`src/rtl/seven_seg_pkg.sv`:
```
// seven_seg_pkg: shared constants, segment table and FSM states for the serial 7-seg scanner
package seven_seg_pkg;
  localparam int FRAME_W = 16;
  localparam logic [7:0] SEG_DASH = 8'h40;
  localparam logic [7:0] SEG_BLANK = 8'h00;
  localparam logic [7:0] SEG_CODE [10] = '{8'h3F, 8'h06, 8'h5B, 8'h4F, 8'h66,
                                           8'h6D, 8'h7D, 8'h07, 8'h7F, 8'h6F};
  typedef enum logic [2:0] {ST_IDLE, ST_CONVERT, ST_LOAD, ST_SHIFT, ST_LATCH} state_t;
  function automatic logic [7:0] seg_of(input logic [3:0] d);
    logic [7:0] r;
    r = SEG_BLANK;
    for (int i = 0; i < 10; i++) if (d == 4'(i)) r = SEG_CODE[i];
    return r;
  endfunction
  // decimal digits needed for the largest value a w-bit binary can hold
  function automatic int dec_digits(input int w);
    longint unsigned m;
    int d;
    m = (w >= 64) ? '1 : (64'd1 << w) - 64'd1;
    d = 1;
    while (m >= 64'd10) begin
      m = m / 64'd10;
      d++;
    end
    return d;
  endfunction
endpackage

```
`src/rtl/bcd_dabble_seq.sv`:
```
// bcd_dabble_seq: iterative double-dabble, one bin bit per cycle after start, with range flag
module bcd_dabble_seq #(
  parameter int BIN_W = 17,
  parameter int N_BCD = 6,
  parameter int N_DIGITS = 4
) (
  input  logic               clk,
  input  logic               rst,
  input  logic               start,
  input  logic [BIN_W-1:0]   bin,
  output logic               done,
  output logic [4*N_BCD-1:0] bcd,
  output logic               overflow
);
  localparam int CW = $clog2(BIN_W + 1);
  localparam longint unsigned LIMIT = 64'd10 ** N_DIGITS;
  logic [BIN_W-1:0] sr;
  logic [CW-1:0] cnt;
  logic [4*N_BCD-1:0] adj;
  assign done = cnt == CW'(1);
  always_comb begin
    adj = bcd;
    for (int i = 0; i < N_BCD; i++)
      adj[4*i +: 4] = bcd[4*i +: 4] >= 4'd5 ? bcd[4*i +: 4] + 4'd3 : bcd[4*i +: 4];
  end
  always_ff @(posedge clk) begin
    if (rst) begin
      sr <= '0;
      cnt <= '0;
      bcd <= '0;
      overflow <= 1'b0;
    end else if (start) begin
      sr <= bin;
      cnt <= CW'(BIN_W);
      bcd <= '0;
      overflow <= 64'(bin) >= LIMIT;
    end else if (cnt != '0) begin
      {bcd, sr} <= {adj, sr} << 1;
      cnt <= cnt - 1'b1;
    end
  end
endmodule

```
`src/rtl/seven_seg_scan_serializer.sv`:
```
// seven_seg_scan_serializer: BCD-converts a snapshot per scan and shifts one 16-bit frame per digit
module seven_seg_scan_serializer
  import seven_seg_pkg::*;
#(
  parameter int BIN_W = 17,
  parameter int N_DIGITS = 4,
  parameter int CLK_DIV = 1,
  parameter bit SEG_ACTIVE_LOW = 1'b0
) (
  input  logic                clk,
  input  logic                rst,
  input  logic [BIN_W-1:0]    bin,
  input  logic                blank_lz,
  input  logic [N_DIGITS-1:0] dp_mask,
  output logic                seg_data,
  output logic                seg_clk,
  output logic                seg_latch,
  output logic                overflow,
  output logic                busy_conv
);
  localparam int NB = dec_digits(BIN_W) > N_DIGITS ? dec_digits(BIN_W) : N_DIGITS;
  localparam int DIV_W = CLK_DIV > 1 ? $clog2(CLK_DIV) : 1;
  localparam int DIG_W = N_DIGITS > 1 ? $clog2(N_DIGITS) : 1;
  if (N_DIGITS < 1 || N_DIGITS > 8) begin : g_bad_digits
    $error("N_DIGITS must be in 1..8");
  end
  if (CLK_DIV < 1) begin : g_bad_div
    $error("CLK_DIV must be >= 1");
  end
  state_t state, next;
  logic [FRAME_W-1:0] sr, frame;
  logic [3:0] bit_cnt, nib;
  logic [DIV_W-1:0] div_cnt;
  logic ph, blz_s, z;
  logic [DIG_W-1:0] dig;
  logic [N_DIGITS-1:0] dp_s, hi_zero;
  logic [4*NB-1:0] bcd;
  logic [7:0] seg;
  logic conv_start, conv_done, conv_ovf, last_dig, phase_end, frame_end;
  assign last_dig = dig == DIG_W'(N_DIGITS - 1);
  assign phase_end = div_cnt == DIV_W'(CLK_DIV - 1);
  assign frame_end = ph && phase_end && bit_cnt == 4'd15;
  assign conv_start = state == ST_IDLE || (state == ST_LATCH && last_dig);
  bcd_dabble_seq #(.BIN_W(BIN_W), .N_BCD(NB), .N_DIGITS(N_DIGITS)) u_bcd (
    .clk(clk), .rst(rst), .start(conv_start), .bin(bin),
    .done(conv_done), .bcd(bcd), .overflow(conv_ovf)
  );
  always_ff @(posedge clk) begin
    if (rst) state <= ST_IDLE;
    else state <= next;
  end
  always_comb begin
    next = state;
    case (state)
      ST_IDLE:    next = ST_CONVERT;
      ST_CONVERT: next = conv_done ? ST_LOAD : ST_CONVERT;
      ST_LOAD:    next = ST_SHIFT;
      ST_SHIFT:   next = frame_end ? ST_LATCH : ST_SHIFT;
      ST_LATCH:   next = last_dig ? ST_CONVERT : ST_LOAD;
      default:    next = ST_IDLE;
    endcase
  end
  // dp goes on after blanking so a blanked digit can still show its point; inversion is last
  always_comb begin
    hi_zero = '0;
    z = 1'b1;
    for (int i = N_DIGITS - 1; i >= 0; i--) begin
      z = z && bcd[4*i +: 4] == 4'd0;
      hi_zero[i] = z;
    end
    nib = bcd[4*dig +: 4];
    seg = overflow ? SEG_DASH : (blz_s && dig != '0 && hi_zero[dig]) ? SEG_BLANK : seg_of(nib);
    seg[7] = seg[7] | dp_s[dig];
    seg = SEG_ACTIVE_LOW ? ~seg : seg;
    frame = {seg, 8'(8'd1 << dig)};
  end
  always_ff @(posedge clk) begin
    if (rst) begin
      sr <= '0;
      bit_cnt <= '0;
      div_cnt <= '0;
      ph <= 1'b0;
      dig <= '0;
      dp_s <= '0;
      blz_s <= 1'b0;
      overflow <= 1'b0;
    end else begin
      if (conv_start) begin
        dp_s <= dp_mask;
        blz_s <= blank_lz;
      end
      if (state == ST_CONVERT && conv_done) overflow <= conv_ovf;
      if (state == ST_LOAD) begin
        sr <= frame;
        bit_cnt <= '0;
        div_cnt <= '0;
        ph <= 1'b0;
      end else if (state == ST_SHIFT) begin
        div_cnt <= phase_end ? '0 : div_cnt + 1'b1;
        if (phase_end) begin
          ph <= !ph;
          if (ph) begin
            sr <= sr << 1;
            bit_cnt <= bit_cnt + 1'b1;
          end
        end
      end
      if (state == ST_LATCH) dig <= last_dig ? '0 : dig + 1'b1;
    end
  end
  assign seg_data = state == ST_SHIFT && sr[FRAME_W-1];
  assign seg_clk = state == ST_SHIFT && ph;
  assign seg_latch = state == ST_LATCH;
  assign busy_conv = state == ST_CONVERT;
endmodule
```
`config.mk`:
```
export PLATFORM = sky130hd
export DESIGN_NAME = seven_seg_scan_serializer
export DESIGN_NICKNAME = d
export VERILOG_FILES = /design/src/rtl/seven_seg_pkg.sv /design/src/rtl/bcd_dabble_seq.sv /design/src/rtl/seven_seg_scan_serializer.sv
export SDC_FILE = /design/constraint.sdc
export NUM_CORES = 1
export LEC_CHECK = 0
export BUFFER_PORTS_ARGS = -buffer_cell sky130_fd_sc_hd__clkbuf_2
export CAP_MARGIN = 0
export CELL_PAD_IN_SITES_DETAIL_PLACEMENT = 1
export CELL_PAD_IN_SITES_GLOBAL_PLACEMENT = 2
export CORE_UTILIZATION = 35
export CTS_CLUSTER_DIAMETER = 150
export DETAILED_ROUTE_END_ITERATION = 12
export PLACE_DENSITY_LB_ADDON = 0.1
export SLEW_MARGIN = 10
export SYNTH_ARGS = -nofsm -noshare
export SYNTH_HDL_FRONTEND = slang
export SYNTH_SLANG_ARGS = --single-unit
export TNS_END_PERCENT = 10
```
`constraint.sdc`:
```
create_clock -name clk -period 6 [get_ports clk]
set_input_delay 1.8 -clock clk [delete_from_list [all_inputs] [get_ports clk]]
set_output_delay 1.8 -clock clk [all_outputs]
set_load 0.03 [all_outputs]
```
Word-level counts from Yosys, hierarchy flattened
Cells that the tools add are included.
W data, S select, Z words.
{ "totals": {"ff_bits": 80, "in_bits": 24, "out_inout_bits": 5, "word_cells": 118} }
{ "op_classes": {"n_addsub": 10, "magnitude_cmp": 8, "n_eq_ne": 17, "n_shift": 2, "n_mux": 36, "n_bitwise": 2, "n_reduce_logical": 29} }
{ "op_table": {"columns": ["op", "count"], "rows": [
  ["$mux W8", 11],
  ["$mux W16", 4],
  ["$mux W17", 2],
  ["$ge A4 B3 Y1 const B", 6],
  ["$shiftx A24 B5 Y4", 1],
  ["$add A4 B2 Y4 const B", 5],
  ["$logic_not A4 Y1", 5],
  ["$mux W4", 5],
  ["$ge A17 B14 Y1 const B", 1],
  ["$eq A4 B3 Y1 const B", 4],
  ["$pmux W3 S5", 1],
  ["$eq A4 B4 Y1 const B", 3],
  ["$logic_and A1 B1 Y1", 11],
  ["$mux W5", 2],
  ["$eq A4 B2 Y1 const B", 2],
  ["$reduce_bool A2 Y1", 4],
  ["$shl A1 B2 Y8 const A", 1],
  ["$eq A3 B2 Y1 const B", 2],
  ["$mux W2", 3],
  ["$mux W3", 2],
  ["$mux W6", 1],
  ["$reduce_and A3 Y1", 2],
  ["$eq A5 B1 Y1 const B", 1],
  ["$reduce_bool A5 Y1", 1],
  ["20 further kinds", 24]
]} }

Depth between registers and ports, before layout
Gate-level depths: netlist (run 1).
{ "logic_depth": {"depth_word": 16, "depth_mapped": 8, "mapped_depth_nobuf": 7} }

Hierarchy
From an unflattened synthesis (run 1), not the netlist that was laid out.
{ "unflattened": {"hier_cells": 508, "area_unflattened_um2": 4185.3} }
{ "by_module_without_submodules": {"columns": ["mod", "instances", "cells_each", "area_each_um2", "seq_area_each_um2"], "rows": [
  ["bcd_dabble_seq", 1, 301, 2436.1, 940.9],
  ["seven_seg_scan_serializer", 1, 207, 1749.2, 640.6]
]} }

Least setup slack after synthesis (run 1)
OpenSTA, ideal clock, no wires.
{ "synth_path": {"path_kind": "flip-flop to output port", "startpoint": "reg state[0]", "endpoint": "out seg_clk", "arrival_ns": 1.378, "t_required_ns": 4.200, "setup_slack_ns": 2.822, "path_stages_with_launch": 4, "path_buffers": 1, "cell_sequence": "dfxtp_1 buf_2 clkinv_1 nor3_2"} }
{ "synth_via": {"elab_chain_len": 2} }
{ "synth_rtl": {"columns": ["element", "line_no", "rtl"], "rows": [
  ["start: declaration", "seven_seg_scan_serializer.sv:30", "state_t state, next;"],
  ["start signal: assignment", "seven_seg_scan_serializer.sv:50", "else state <= next;"],
  ["$eq A3 B2 Y1", "seven_seg_scan_serializer.sv:112", "assign seg_clk = state == ST_SHIFT && ph;"],
  ["$logic_and A1 B1 Y1", "seven_seg_scan_serializer.sv:112", null],
  ["end: declaration", "seven_seg_scan_serializer.sv:16", "output logic seg_clk,"]
]} }
No other way between the ends.

Worst setup path in the final report (run 1)
Ends and elaborated chain as after synthesis.

==> results of run 1 <==
## registers in the layout (all words and copies together), names as in the netlist
signal          count
bit_cnt             4
blz_s               1
dig                 2
dp_s                4
overflow            1
ph                  1
sr                 16
state               3
u_bcd.bcd          16
u_bcd.cnt           5
u_bcd.overflow      1
u_bcd.sr           17
## final timing paths
check,startpoint,to,slack [ns]
min reg2reg,dp_s[0]$_SDFFE_PP0N_,dp_s[0]$_SDFFE_PP0N_,0.46
max,state[0]$_SDFF_PP0_,seg_clk,2.12
max reg2reg,dig[0]$_SDFFE_PP0P_,u_bcd.cnt[1]$_SDFFE_PP0P_,3.39
min,dp_s[0]$_SDFFE_PP0N_,dp_s[0]$_SDFFE_PP0N_,0.46
## area by class of cell
class                      instances  share of cell area
clock buffer                      11              0.0366
clock inverter                     5              0.0191
inverter                          18              0.0163
multi-input combinational        336               0.502
sequential                        71               0.344
tap                              136              0.0412
timing repair buffer              32              0.0412
## cell families (layout without fill, tap and decap cells)
group,Yosys count,count (layout),synth area share
compound gates,112,112,0.201
xor+xnor,10,10,0.0237
flops,71,71,0.385
buf+inv,48,66,0.0542
fa+ha+maj,19,19,0.0644
mux,9,9,0.0434
simple gates,186,186,0.228
## worst max-delay path, delay by kind of cell (launching register included)
| kind | cells | cell delay, ns |
|---|---|---|
| buffers and inverters | 2 | 0.60 |
| flip-flops | 1 | 0.51 |
| AND/OR/NAND/NOR | 1 | 0.63 |
## metrics by stage
step / setup slack [ns] / cell area [sq um]
4_1_cts: 2.10 / 4130
3_3_place_gp: 2.53 / 3900
5_1_grt: 1.92 / 4130
3_5_place_dp: 2.49 / 3900
6_report: 2.12 / 4130
2_1_floorplan: 2.82 / 3690
## cells in the mapped netlist, drive strengths merged (2+ instances only)
| library cell | count | area (sq um) |
|---|---|---|
| ha | 19 | 238 |
| nand3 | 7 | 35.0 |
| clkbuf | 23 | 86.3 |
| inv | 17 | 63.8 |
| a311oi | 18 | 158 |
| mux2i | 4 | 40.0 |
| o21bai | 2 | 15.0 |
| dfxtp | 71 | 1420 |
| a22oi | 6 | 45.0 |
| xnor2 | 7 | 61.3 |
| a21oi | 39 | 195 |
| xor2 | 3 | 26.3 |
| o211ai | 6 | 50.1 |
| a211oi | 11 | 82.6 |
| a21o | 4 | 31.3 |
| nor3b | 6 | 45.0 |
| and2 | 2 | 12.5 |
| o21ai | 17 | 88.8 |
| nand2 | 76 | 285 |
| or3 | 4 | 25.0 |
| mux4 | 5 | 120 |
| nor2b | 2 | 12.5 |
| nor2 | 54 | 203 |
| buf | 7 | 46.3 |
| and3 | 2 | 12.5 |
| nand2b | 11 | 68.8 |
| nor3 | 12 | 70.1 |
| nor4 | 3 | 18.8 |
## where the power goes
part           leakage (uW)  switching (uW)  internal (uW)  total [uW]
Clock              0.000120             193            257         451
Sequential         0.000580            39.4            519         558
Combinational      0.000827             197            103         300
Total               0.00153             430            879        1310
## routing by layer
metal | part of all wire | vias up | routed length, um
met1 | 0.48 | 1586 | 4710
li1 | - | 1612 | -
met3 | 0.019 | 15 | 182
met5 | 0 | - | 0
met2 | 0.48 | 35 | 4670
met4 | 0.017 | 0 | 168
## cell usage in the layout, fill, tap and decap left out, drive strengths merged, types with 2 or more instances in the layout
cell type  synthesis  final
nor3b              6      6
ha                19     19
or3                4      4
dfxtp             71     71
bufinv             0      2
a21oi             39     39
buf                7      4
o21bai             2      2
nand2b            11     11
clkbuf            23     39
xor2               3      3
a21o               4      4
nand2             76     76
o21ai             17     17
nor4               3      3
clkinv             1      3
nor2b              2      2
mux4               5      5
mux2i              4      4
o211ai             6      6
inv               17     18
a22oi              6      6
a211oi            11     11
and3               2      2
nor2              54     54
nor3              12     12
xnor2              7      7
a311oi            18     18
nand3              7      7
and2               2      2
==> out/metrics.yaml, run 1 <==
die:
  fp.dieW_um: 105
  ios: 29
  start_util: 0.359
  fp.dieH_um: 105
  dieArea_sq_um: 11000
  row_count: 37
  core-area_sq_um: 10300
outcome:
  status: "finished, final reports clean"
global_route:
  antenna_found_initial: 0
  grt_pass1_vias: 3327
  met2_usage: 0.322
  top_usage_layer: "met2"
  grt.total_usage: 0.190
  grt_pass1_wl_um: 16600
  grt_use_met3: 0.0337
  grt_overflow: 0
  grt_max_degree: 53
  use_met1: 0.243
timing:
  fin_skew_ns: 0.0136
  tightestPinTransition_ns: 0.959
  maxSlewViolCount: 0
  finalHoldViolCount: 0
  setup_viol: 0
  slew_headroom: 0.358
  min_period_ns: 3.88
  min_period_over_period: 0.647
  finalSetupTns_ns: 0
  holdWs_ns: 0.459
  max_clock_freq_mhz: 257
  grt_setup_unrepaired: "false"
clock_network:
  h-tree-depth: 3
  insertion_delay_ns: 0.35
  clk_pin_slew_ns: 0.09
  post_cts_buffers: 0
  numCtsBuffers: 9
  clock-sinks: 71
  cts_tree: "yes"
  cts_hold_buffers: 0
  cts_root_buffer: "clkbuf_8"
  cts_buffer_depth: 2
  cts_resized: 0
synth:
  synth_warnings: 0
  ys.flop_type: "dfxtp_1"
  seq_area_frac_synth: 0.385
  avgSynthCellArea_sq_um: 8.11
  synth_edf_count: 0
  async_reset_ff_frac: 0
  synth-seq-cells: 71
  netlist_instances: 455
  syn_nets: 498
  syn_area_sq_um: 3690
  yosysUniqueCellTypes: 53
setup_path:
  worst_ep_required_time_ns: 4.20
  endpoint_kind: "output port"
  cp_data_arrival_time_ns: 2.08
  ff2ff_path_depth: 6
  max_stage_delay_ns: 0.63
  start_kind: "register"
  cp_max_fo: 11
  worstSetupPathType: "register to output port"
  path_cells: "clkinv_1 > nor3_2 > clkbuf_2"
  slowest_stage: "nor3_2"
routing:
  vias: 3248
  drt_wl_total_um: 9730
  wl_per_cell_um: 16.0
  drt-initial-drc-count: 108
  dr.pass1.iters: 4
  drcViolationCount: 0
  antenna_left: 0
  routed_via_density: 5.33
place:
  placedCellCount: 593
  gp_congestion: 0.762
  port_buffers: 28
  dp.final_hpwl_um: 6710
cells_and_area:
  ff_latch_area_sq_um: 1420
  multi_input_comb_area_sq_um: 2070
  fin_util: 0.402
  fin_nets: 511
  drive_above_1_share: 0.123
  stdcell_count: 609
  syn2layout_area_growth_pct: 12.0
  fillers: 1257
  n_antenna_cell: 0
pwr:
  peakVddDrop_mv: 0.107
  power_uw: 1310
  p_per_area_nw_per_um2: 317
  leakage_uw: 0.00153
worst_hold_path:
  hold_depth: 2
  hold_path.class: "register to register"
job:
  maxCapViolCount: 0
Note: power is estimated with default switching activity, not from simulation.
==> run 2: changes to the inputs <==
Settings changed: ABC_AREA from default to 1, CORE_UTILIZATION 35 to 34.
Clock period 6 ns to 3.7 ns, I/O delays scaled along.
==> out/metrics.yaml, run 2 <==
outcome:
  status: "finished, final reports clean"  # unchanged
place:
  dp.final_hpwl_um: 7510  # was 6710 um
  gp_congestion: 0.767  # was 0.762
  port_buffers: 28  # unchanged
  placedInstanceArea_sq_um: 4010  # was 3900 sq um
synth:
  async_reset_ff_frac: 0  # unchanged
  synth_warnings: 0  # unchanged
  ys.flop_type: "dfxtp_1"  # unchanged
  syn_area_sq_um: 3800  # was 3690 sq um
  synth-seq-cells: 71  # unchanged
  synthMostInstantiatedCell: "nand2_1"  # unchanged
  synth_edf_count: 0  # unchanged
  netlist_instances: 536  # was 455
  synth_commonest_cells: "nand2_1, dfxtp_1, a21oi_1"  # was nand2_1, dfxtp_1, nor2_1
  synth.area.top_cells: "dfxtp_1, nand2_1, a21oi_1"  # was dfxtp_1, nand2_1, ha_1
  yosys.area.top_type: "dfxtp_1"  # unchanged
  yosysUniqueCellTypes: 36  # was 53
  seq_area_frac_synth: 0.374  # was 0.385
  avgSynthCellArea_sq_um: 7.09  # was 8.11 sq um
  synth_top_cell_area_share: 0.374  # was 0.385
  syn_nets: 579  # was 498
worst_hold_path:
  hold_depth: 2  # unchanged
  hold_path.class: "register to register"  # unchanged
  min_from: "sr[3]$_SDFFE_PP0P_"  # was dp_s[0]$_SDFFE_PP0N_
setup_path:
  cp_data_arrival_time_ns: 1.70  # was 2.08 ns
  ff2ff_path_depth: 7  # was 6
  endpoint_kind: "output port"  # unchanged
  worst_ep_required_time_ns: 2.59  # was 4.20 ns
  r2r_end: "u_bcd.sr[9]$_SDFFE_PP0P_"  # was u_bcd.cnt[1]$_SDFFE_PP0P_
  r2r-start: "dig[0]$_SDFFE_PP0P_"  # unchanged
  cp_max_fo: 11  # unchanged
  crit_path_start: "state[2]$_SDFF_PP0_"  # was state[0]$_SDFF_PP0_
  start_kind: "register"  # unchanged
  endpoint: "seg_clk"  # unchanged
  worstSetupPathType: "register to output port"  # unchanged
  ff2ff_setup_slack_ns: 1.41  # was 3.39 ns
timing:
  min_period_over_period: 0.760
  tightestPinTransition_ns: 0.728  # was 0.959 ns
  grt_setup_unrepaired: "false"  # unchanged
  max_clock_freq_mhz: 355
  finalSetupTns_ns: 0  # unchanged
  fin_skew_ns: 0.0140  # was 0.0136 ns
  slew_headroom: 0.515  # was 0.358
  maxSlewViolCount: 0  # unchanged
  min_period_ns: 2.81
  setup_viol: 0  # unchanged
  finalHoldViolCount: 0  # unchanged
global_route:
  grt.total_usage: 0.199  # was 0.190
  grt_overflow: 0  # unchanged
  top_usage_layer: "met2"  # unchanged
  grt_pass1_vias: 3551  # was 3327
  met2_usage: 0.318  # was 0.322
  antenna_found_initial: 0  # unchanged
  use_met1: 0.260  # was 0.243
  grt_max_degree: 30  # was 53
  grt_use_met3: 0.0406  # was 0.0337
  grt_pass1_wl_um: 17800  # was 16600 um
die:
  row_count: 38  # was 37
  ios: 29  # unchanged
  core-area_sq_um: 10800  # was 10300 sq um
  fp.dieH_um: 108  # was 105 um
  start_util: 0.351  # was 0.359
  dieArea_sq_um: 11600  # was 11000 sq um
  fp.dieW_um: 108  # was 105 um
cells_and_area:
  top_regs: "u_bcd.sr (17), sr (16), u_bcd.bcd (16)"  # unchanged
  largest_register_ffs: 17  # unchanged
  n_antenna_cell: 0  # unchanged
  largest_register: "u_bcd.sr"  # unchanged
  fin_nets: 599  # was 511
  fillers: 1424  # was 1257
  stdcell_area_sq_um: 4170  # was 4130 sq um
  fin_util: 0.385  # was 0.402
  multi_input_comb_area_sq_um: 2030  # was 2070 sq um
  syn2layout_area_growth_pct: 9.78  # was 12.0%
  final_common_cell: "nand2_1"  # unchanged
  drive_above_1_share: 0.129  # was 0.123
  ff_latch_area_sq_um: 1420  # unchanged
  layout_common_cells: "nand2_1, dfxtp_1, a21oi_1"  # was nand2_1, dfxtp_1, nor2_1
clock_network:
  post_cts_buffers: 0  # unchanged
  numCtsBuffers: 9  # unchanged
  clk_pin_slew_ns: 0.07  # was 0.09 ns
  h-tree-depth: 3  # unchanged
  cts_root_buffer: "clkbuf_8"  # unchanged
  cts_tree: "yes"  # unchanged
  insertion_delay_ns: 0.37  # was 0.35 ns
  cts_buffer_depth: 2  # unchanged
  cts_resized: 0  # unchanged
  cts_hold_buffers: 0  # unchanged
  clock-sinks: 71  # unchanged
routing:
  vias: 3533  # was 3248
  antenna_left: 0  # unchanged
  wl_per_cell_um: 14.9  # was 16.0 um
  routed_via_density: 5.05  # was 5.33
  dr.pass1.iters: 4  # unchanged
  drt-initial-drc-count: 202  # was 108
  drcViolationCount: 0  # unchanged
  drt_wl_total_um: 10400  # was 9730 um
pwr:
  leakage_uw: 0.00179  # was 0.00153 uW
  peakVddDrop_mv: 0.208  # was 0.107 mV
  p_per_area_nw_per_um2: 468  # was 317 nW/um^2
job:
  maxCapViolCount: 0  # unchanged
[run 2: layer usage]
| layer | share of wire | vias to the layer above |
|---|---|---|
| li1 | - | 1811 |
| met1 | 0.51 | 1662 |
| met2 | 0.45 | 48 |
| met3 | 0.027 | 12 |
| met4 | 0.015 | 0 |
| met5 | 0 | - |
[run 2: final cells by class]
type,instances,share of cell area
tap,140,0.0420
sequential,71,0.341
inverter,59,0.0531
multi-input combinational,384,0.487
timing repair buffer,31,0.0390
clock buffer,14,0.0366
clock inverter,1,0.00120
[run 2: power by group]
group          leakage (uW)  internal, uW  switching [uW]
Clock             0.0000805           258             292
Combinational       0.00113           150             346
Sequential         0.000580           846            60.1
[run 2: logic make-up (layout without fill, tap and decap cells)]
family	count (synthesis)	after routing	synth area share
xor+xnor	8	8	0.0184
compound gates	135	135	0.195
buf+inv	81	105	0.0919
fa+ha+maj	19	19	0.0626
flops	71	71	0.374
simple gates	222	222	0.258
[run 2: critical path: stages (launching register included)]
cell	delay [ns]
dfxtp_1	0.32
inv_2	0.08
nand2_1	0.07
nor2_1	0.16
nand2_1	0.15
inv_1	0.30
clkbuf_2	0.27
[run 2: through the flow]
stage,power (uW),hold WS (ns),instances,worst slack (ns)
finish,1950,0.460,700,0.887
global route,2100,0.484,700,0.686
CTS,1990,0.469,700,0.816
detailed placement,1430,0.457,685,1.23
global placement,1420,0.446,685,1.27
floorplan,1290,0.422,536,1.46
[run 2: worst min-delay path by stage]
stage | end | slack (ns)
after CTS | sr[4]$_SDFFE_PP0P_ | 0.47
after global placement | sr[4]$_SDFFE_PP0P_ | 0.45
after detailed placement | sr[4]$_SDFFE_PP0P_ | 0.46
after global routing | sr[5]$_SDFFE_PP0P_ | 0.48
after floorplan | bit_cnt[3]$_SDFFE_PP0P_ | 0.42
final | sr[4]$_SDFFE_PP0P_ | 0.46
==> run 3: changes to the inputs <==
Clock period 3.7 ns to 2.9 ns, I/O delays scaled along.
==> out/metrics.yaml, run 3 (same netlist as run 2, synthesis figures left out) <==
setup_path:
  cp_data_arrival_time_ns: 1.50  # was 1.70 ns
  worstSetupPathType: "register to output port"  # unchanged
  endpoint_kind: "output port"  # unchanged
  cp_max_fo: 4  # was 11
  start_kind: "register"  # unchanged
  worst_ep_required_time_ns: 2.03  # was 2.59 ns
cells_and_area:
  fin_nets: 603  # was 599
  final_common_cell: "nand2_1"  # unchanged
  ff_latch_area_sq_um: 1420  # unchanged
  largest_register_ffs: 17  # unchanged
  syn2layout_area_growth_pct: 10.5  # was 9.78%
  largest_register: "u_bcd.sr"  # unchanged
  drive_above_1_share: 0.133  # was 0.129
  fillers: 1422  # was 1424
  multi_input_comb_area_sq_um: 2030  # about the same
  stdcell_count: 704  # was 700
  layout_common_cells: "nand2_1, dfxtp_1, a21oi_1"  # unchanged
  n_antenna_cell: 0  # unchanged
  top_regs: "u_bcd.sr (17), sr (16), u_bcd.bcd (16)"  # unchanged
place:
  port_buffers: 28  # unchanged
  dp.final_hpwl_um: 7710  # was 7510 um
  gp_congestion: 0.802  # was 0.767
  placedCellCount: 689  # was 685
global_route:
  grt_max_degree: 30  # unchanged
  grt_pass1_vias: 3579  # was 3551
  met2_usage: 0.330  # was 0.318
  antenna_found_initial: 0  # unchanged
  use_met1: 0.254  # was 0.260
  grt_pass1_wl_um: 17500  # was 17800 um
  grt.total_usage: 0.196  # was 0.199
  grt_overflow: 0  # unchanged
  top_usage_layer: "met2"  # unchanged
  grt_use_met3: 0.0278  # was 0.0406
die:
  fp.dieH_um: 108  # unchanged
  row_count: 38  # unchanged
  core-area_sq_um: 10800  # unchanged
  dieArea_sq_um: 11600  # unchanged
  fp.dieW_um: 108  # unchanged
  ios: 29  # unchanged
  start_util: 0.351  # unchanged
pwr:
  p_per_area_nw_per_um2: 600  # was 468 nW/um^2
  peakVddDrop_mv: 0.327  # was 0.208 mV
  leakage_uw: 0.00181  # was 0.00179 uW
clock_network:
  cts_resized: 0  # unchanged
  cts_root_buffer: "clkbuf_8"  # unchanged
  cts_buffer_depth: 2  # unchanged
  clock-sinks: 71  # unchanged
  numCtsBuffers: 9  # unchanged
  cts_tree: "yes"  # unchanged
  h-tree-depth: 3  # unchanged
  post_cts_buffers: 0  # unchanged
  cts_hold_buffers: 0  # unchanged
  insertion_delay_ns: 0.35  # was 0.37 ns
  clk_pin_slew_ns: 0.07  # about the same
worst_hold_path:
  hold_path.class: "register to register"  # unchanged
routing:
  drt-initial-drc-count: 99  # was 202
  dr.pass1.iters: 4  # unchanged
  drt_wl_total_um: 10700  # was 10400 um
  drcViolationCount: 0  # unchanged
  routed_via_density: 5.04  # was 5.05
  wl_per_cell_um: 15.3  # was 14.9 um
  antenna_left: 0  # unchanged
  vias: 3551  # was 3533
timing:
  tightestPinTransition_ns: 0.832  # was 0.728 ns
  finalSetupTns_ns: 0  # unchanged
  min_period_over_period: 0.818
  holdWs_ns: 0.460  # about the same
  finalHoldViolCount: 0  # unchanged
  slew_headroom: 0.441  # was 0.515
  grt_setup_unrepaired: "false"  # unchanged
  min_period_ns: 2.37
  maxSlewViolCount: 0  # unchanged
  fin_skew_ns: 0.00791  # was 0.0140 ns
  setup_viol: 0  # unchanged
  max_clock_freq_mhz: 422
outcome:
  status: "finished, final reports clean"  # unchanged
job:
  maxCapViolCount: 0  # unchanged
run 3: cell types whose count changed in the layout (fill, tap and decap cells not counted), sizes merged:
cell / before / now
buf: 3 / 7
run 3: area by class of cell:
type / instances / share of cell area
flip-flops and latches: 71 / 0.339
inverters: 59 / 0.0528
clock buffers: 14 / 0.0364
well taps: 140 / 0.0417
multi-input cells: 384 / 0.483
repair buffers: 35 / 0.0459
clock inverters: 1 / 0.00119
run 3: worst paths after layout:
path	startpoint	end	slack [ns]	cells past startpoint
max	state[2]$_SDFF_PP0_	seg_clk	0.53	6
min	bit_cnt[3]$_SDFFE_PP0P_	bit_cnt[3]$_SDFFE_PP0P_	0.46	1
max reg2reg	u_bcd.cnt[1]$_SDFFE_PP0P_	u_bcd.bcd[8]$_SDFFE_PP0P_	0.82	7
min reg2reg	bit_cnt[3]$_SDFFE_PP0P_	bit_cnt[3]$_SDFFE_PP0P_	0.46	1
run 3: metal layers:
layer | vias up | share of wire
li1 | 1819 | -
met1 | 1678 | 0.50
met2 | 43 | 0.47
met3 | 11 | 0.020
met4 | 0 | 0.014
met5 | - | 0
run 3: where the power goes:
| group | switching (uW) | total [uW] | internal, uW |
|---|---|---|---|
| logic | 467 | 664 | 197 |
| registers | 71.8 | 1150 | 1080 |
| clock network | 375 | 705 | 330 |
run 3: worst max-delay path, cell delays in order (launching register included):
cell and delay (ns):
dfxtp_1 0.32, inv_2 0.08, nand2_1 0.07, nor2_1 0.17, nand2_1 0.16, inv_1 0.14, clkbuf_2 0.22
run 3: through the flow:
stage / total power, uW / worst slack (ns) / utilization / instance area (sq um)
2_1_floorplan: 1640 / 0.903 / - / 3800
3_3_place_gp: 1830 / 0.839 / 0.373 / 4040
3_5_place_dp: 1850 / 0.778 / 0.373 / 4040
4_1_cts: 2560 / 0.483 / 0.387 / 4200
5_1_grt: 2690 / 0.401 / 0.387 / 4200
6_report: 2520 / 0.528 / 0.387 / 4200
